==> config.mk <==
export PLATFORM = sky130hd
export DESIGN_NAME = instr_fetch_buffer
export DESIGN_NICKNAME = d
export VERILOG_FILES = /design/src/rtl/pipe_pkg.sv /design/src/rtl/ifb_ram.sv /design/src/rtl/instr_fetch_buffer.sv
export SDC_FILE = /design/constraint.sdc
export NUM_CORES = 1
export LEC_CHECK = 0
export ABC_AREA = 1
export ABC_CLOCK_PERIOD_IN_PS = 5500
export CELL_PAD_IN_SITES_DETAIL_PLACEMENT = 1
export CELL_PAD_IN_SITES_GLOBAL_PLACEMENT = 1
export CORE_ASPECT_RATIO = 2
export CORE_MARGIN = 1.5
export CORE_UTILIZATION = 44
export DETAILED_ROUTE_END_ITERATION = 6
export PLACE_DENSITY_LB_ADDON = 0.1
export REMOVE_ABC_BUFFERS = 1
export SYNTH_ARGS = -nofsm -noshare
export SYNTH_HDL_FRONTEND = slang
export SYNTH_SLANG_ARGS = --single-unit
==> constraint.sdc <==
create_clock -name clk -period 5.5 [get_ports clk]
set_input_delay 1.1 -clock clk [delete_from_list [all_inputs] [get_ports clk]]
set_output_delay 1.1 -clock clk [all_outputs]
set_load 0.1 [all_outputs]
==> src/rtl/pipe_pkg.sv <==
// Constants shared by the pipeline registers between fetch, decode and execute.
package pipe_pkg;

    localparam int unsigned INSTR_W = 32;
    localparam int unsigned PC_W    = 32;

    // MIPS sll $0,$0,0
    localparam logic [INSTR_W-1:0] NOP_INSTR = 32'h0000_0000;

endpackage

==> src/rtl/ifb_ram.sv <==
// Storage array for the fetch buffer: one synchronous write port and one
// asynchronous read port, no reset (contents are don't-care until written).
module ifb_ram #(
    parameter int unsigned DEPTH  = 4,
    parameter int unsigned ADDR_W = 2,
    parameter int unsigned DATA_W = 64
) (
    input  logic              clk,
    input  logic              we,
    input  logic [ADDR_W-1:0] waddr,
    input  logic [DATA_W-1:0] wdata,
    input  logic [ADDR_W-1:0] raddr,
    output logic [DATA_W-1:0] rdata
);

    logic [DATA_W-1:0] mem_q [DEPTH];

    always_ff @(posedge clk) begin
        if (we) begin
            mem_q[waddr] <= wdata;
        end
    end

    assign rdata = mem_q[raddr];

endmodule

==> src/rtl/instr_fetch_buffer.sv <==
// FIFO of fetched instruction/PC pairs between IF and ID; presents a NOP
// bubble when empty and counts the bubbles handed to decode.
module instr_fetch_buffer #(
    parameter int unsigned      WIDTH = pipe_pkg::INSTR_W,
    parameter int unsigned      PC_W  = pipe_pkg::PC_W,
    parameter int unsigned      DEPTH = 4,
    parameter logic [WIDTH-1:0] NOP   = pipe_pkg::NOP_INSTR,
    parameter int unsigned      CNT_W = 16
) (
    input  logic                     clk,
    input  logic                     reset,
    input  logic                     flush,
    input  logic                     in_valid,
    input  logic [WIDTH-1:0]         in_instr,
    input  logic [PC_W-1:0]          in_pc,
    output logic                     in_ready,
    input  logic                     stall,
    output logic                     out_valid,
    output logic [WIDTH-1:0]         out_instr,
    output logic [PC_W-1:0]          out_pc,
    output logic [$clog2(DEPTH):0]   count,
    output logic [CNT_W-1:0]         bubble_cnt
);

    localparam int unsigned AW = $clog2(DEPTH);
    localparam int unsigned CW = AW + 1;
    localparam logic [CW-1:0] Full = CW'(DEPTH);

    logic [AW-1:0]          wr_ptr_q, wr_ptr_d;
    logic [AW-1:0]          rd_ptr_q, rd_ptr_d;
    logic [CW-1:0]          count_q, count_d;
    logic [CNT_W-1:0]       bubble_q, bubble_d;
    logic                   push, pop;
    logic [WIDTH+PC_W-1:0]  head;

    // Full/empty come from the occupancy count, never from pointer equality.
    assign in_ready  = (count_q < Full);
    assign out_valid = (count_q != '0);
    assign push      = in_valid & in_ready & ~flush;
    assign pop       = out_valid & ~stall & ~flush;

    ifb_ram #(
        .DEPTH  (DEPTH),
        .ADDR_W (AW),
        .DATA_W (WIDTH + PC_W)
    ) u_ram (
        .clk   (clk),
        .we    (push),
        .waddr (wr_ptr_q),
        .wdata ({in_instr, in_pc}),
        .raddr (rd_ptr_q),
        .rdata (head)
    );

    always_comb begin
        wr_ptr_d = wr_ptr_q;
        rd_ptr_d = rd_ptr_q;
        count_d  = count_q;
        bubble_d = bubble_q;

        if (flush) begin
            wr_ptr_d = '0;
            rd_ptr_d = '0;
            count_d  = '0;
        end else begin
            if (push) begin
                wr_ptr_d = wr_ptr_q + AW'(1);
            end
            if (pop) begin
                rd_ptr_d = rd_ptr_q + AW'(1);
            end
            unique case ({push, pop})
                2'b10:   count_d = count_q + CW'(1);
                2'b01:   count_d = count_q - CW'(1);
                default: count_d = count_q;
            endcase
        end

        // Flush cycles with an empty head still hand decode a bubble.
        if (!out_valid && !stall && (bubble_q != '1)) begin
            bubble_d = bubble_q + CNT_W'(1);
        end
    end

    always_ff @(posedge clk) begin
        if (reset) begin
            wr_ptr_q <= '0;
            rd_ptr_q <= '0;
            count_q  <= '0;
            bubble_q <= '0;
        end else begin
            wr_ptr_q <= wr_ptr_d;
            rd_ptr_q <= rd_ptr_d;
            count_q  <= count_d;
            bubble_q <= bubble_d;
        end
    end

    assign out_instr  = out_valid ? head[WIDTH+PC_W-1:PC_W] : NOP;
    assign out_pc     = out_valid ? head[PC_W-1:0] : '0;
    assign count      = count_q;
    assign bubble_cnt = bubble_q;

endmodule

==> impl_metrics.csv <==
group,metric,value,unit
pwr,p_leak,4.80,nW
sta,skew,0.0101,ns
logic_synthesis,async_flop_share,0,%
route,ant_nets,0,
clocking,cts_root_buf,"clkbuf_16",
sta,period_minus_slack,4.26,ns
clocking,cts_resized,0,
die,row_count,82,
layout,drive_above_1_share,12.0,%
placed_design,pre_cts_ws,1.77,ns
clocking,ctsHoldBuffers,0,
clocking,cts_tree,"done",
global_routing,grt_pass1_vias,8069,
sta,drv_slew,0,
die,fp.dieW,116,um
layout,final_core_util,54.9,%
sta,tightest_slew,1.02,ns
logic_synthesis,yosysSeqAreaShare,72.6,%
run_status,status,"completed",
placed_design,place.gp.congestion,0.796,
pwr,ir_drop,0.189,mV
logic_synthesis,ys_types,27,
min_path,hp-class,"reg -> reg",
global_routing,grt_antenna_before_repair,1,
critical_path,r2r-start,"count[2]",
sta,fin_ws,1.24,ns
sta,tns,0,ns
route,wl,28400,um
sta,hold-worst-slack,0.462,ns
placed_design,port_buffers,153,
critical_path,crit_required,4.40,ns
logic_synthesis,synth_edf_count,256,
global_routing,grt_start_max_net_pins,79,
clocking,htree_levels,1,
die,core,25100,um2
logic_synthesis,synth_top_area_share,68.2,%
clocking,insertion_delay,0.53,ns
die,die-area,26700,um2
logic_synthesis,netlist_area,11300,um2
clocking,numCtsBuffers,24,
die,dieHeight,229,um
sta,grt_setup_unrepaired,"no",
critical_path,arrival,3.16,ns
sta,fmax,0.234,GHz
critical_path,startpoint_type,"flop",
logic_synthesis,ys_ff_latch,281,
clocking,cts.path.max_buffers,3,
layout,syn_to_final_growth,22.5,%
die,ios,154,
route,routedWlPerCell,19.4,um
critical_path,end_kind,"output pin",
logic_synthesis,yosysWarnings,0,
logic_synthesis,avgSynthCellArea,11.7,um2
layout,nets,1182,
route,routed_via_density,5.27,
die,start_util,44.9,%
clocking,cts_setup_buffers,0,
sta,setup_viol,0,
global_routing,grtUsageTotal,21.3,%
placed_design,placed_cell_area,13000,um2
sta,hold_violations,0,
placed_design,place_hpwl,17100,um
layout,stdcell_area,13800,um2
route,drcViolationCount,0,
critical_path,crit_fanout,74,
route,drtIter0Drc,456,
global_routing,grt_pass1_wl,43400,um
route,drtPass1Iterations,4,
logic_synthesis,synthCells,967,
sta,relSlewSlack,31.9,%
global_routing,grt_overflow,0,
logic_synthesis,synth_area_leaders,"edfxtp_1, nor2_1, o21ai_0, dfxtp_1, a21oi_1",
critical_path,critPathKind,"reg -> out",
pwr,powerDensity,320,nW/um2
clocking,cts.reportedPaths.clkPinSlew,0.06,ns
layout,diodes,0,
sta,finalCritPeriodShare,77.5,%
min_path,min-delay-start,"rd_ptr_q[1]",
logic_synthesis,synth_flop_cell,"edfxtp_1",
job,cap_violations,0,
route,vias,7698,
clocking,clkSinkCount,281,
logic_synthesis,synth_largest_area_cell,"edfxtp_1",
==> critical path, stage by stage (launching register included) <==
cell and delay [ns]:
dfxtp_4 0.72, clkinv_2 0.77, buf_12 0.45, o21ai_0 0.24
a21oi_1 0.13, buf_4 0.25
==> layout by cell type (no fill, tap or decap), types with 2 or more instances in the layout <==
master / instances
nor2_1: 296
edfxtp_1: 256
o21ai_0: 131
clkdlybuf4s50_1: 89
a21oi_1: 82
buf_4: 70
nand2_1: 41
clkbuf_16: 28
inv_1: 27
dfxtp_1: 23
nand3_1: 16
nor2_4: 10
clkbuf_1: 8
o21ai_1: 6
ha_1: 6
nand2_2: 5
buf_12: 4
inv_2: 3
clkinv_2: 3
nand4_1: 3
clkbuf_8: 3
inv_4: 2
==> per-layer routing <==
layer | wire (um) | GRT usage, %
met1 | 10700 | 23.1
met5 | 13 | 0
met2 | 15900 | 41.5
met3 | 1240 | 3.65
met4 | 496 | 5.60
==> stage by stage <==
step           power (mW)  std cells
6_report             4.41       1460
5_1_grt              4.54       1460
4_1_cts              4.46       1460
3_5_place_dp         2.76       1416
3_3_place_gp         2.75       1416
2_1_floorplan        2.62        917
==> path summary, 6_finish.rpt <==
path	slack, ns	endpoint	depth (start not counted)
setup / recovery	1.24	out_instr[0]	5
hold / removal	0.46	flop	2
setup reg to reg	3.23	u_ram.mem_q[0][1]	4
hold reg to reg	0.46	flop	2
==> cell families (layout without fill, tap and decap cells) <==
group                    count (synthesis)  in the layout  share of synthesized area (%)
buffers and inverters                   82            239                           3.05
AND/OR/NAND/NOR                        375            375                           13.5
XOR/XNOR                                 1              1                         0.0777
adder cells (fa/ha/maj)                  7              7                          0.843
flip-flops                             281            281                           72.6
AO/OA/AOI/OAI                          221            221                           9.93
==> flip-flops by register name, indices dropped and copies added (netlist names), named ones only <==
register and count:
u_ram.mem_q 256, bubble_cnt 16, count 3, rd_ptr_q 2, wr_ptr_q 2
==> final cells by class <==
type	count	area [um2]
well taps	336	420
flip-flops and latches	281	8190
clock buffers	39	772
clock inverters	5	31.3
inverters	32	121
fillers	2617	11300
repair buffers	163	1500
multi-input cells	604	2770
==> cell usage after synthesis, types with 3 or more instances <==
library cell,instances
dfxtp_1,25
nand3_1,16
buf_1,10
inv_2,3
nor2_1,300
o21ai_1,6
inv_1,28
nand2_2,5
nor2_4,6
clkbuf_1,16
nand2_1,41
edfxtp_1,256
buf_2,23
a21oi_1,82
nand4_1,3
ha_1,6
o21ai_0,131
==> power by group <==
part | total (mW) | switching (mW) | internal, mW
Clock | 1.71 | 0.740 | 0.967
Sequential | 2.38 | 0.0125 | 2.36
Combinational | 0.328 | 0.237 | 0.0912
(Power assumes the default switching activity.)
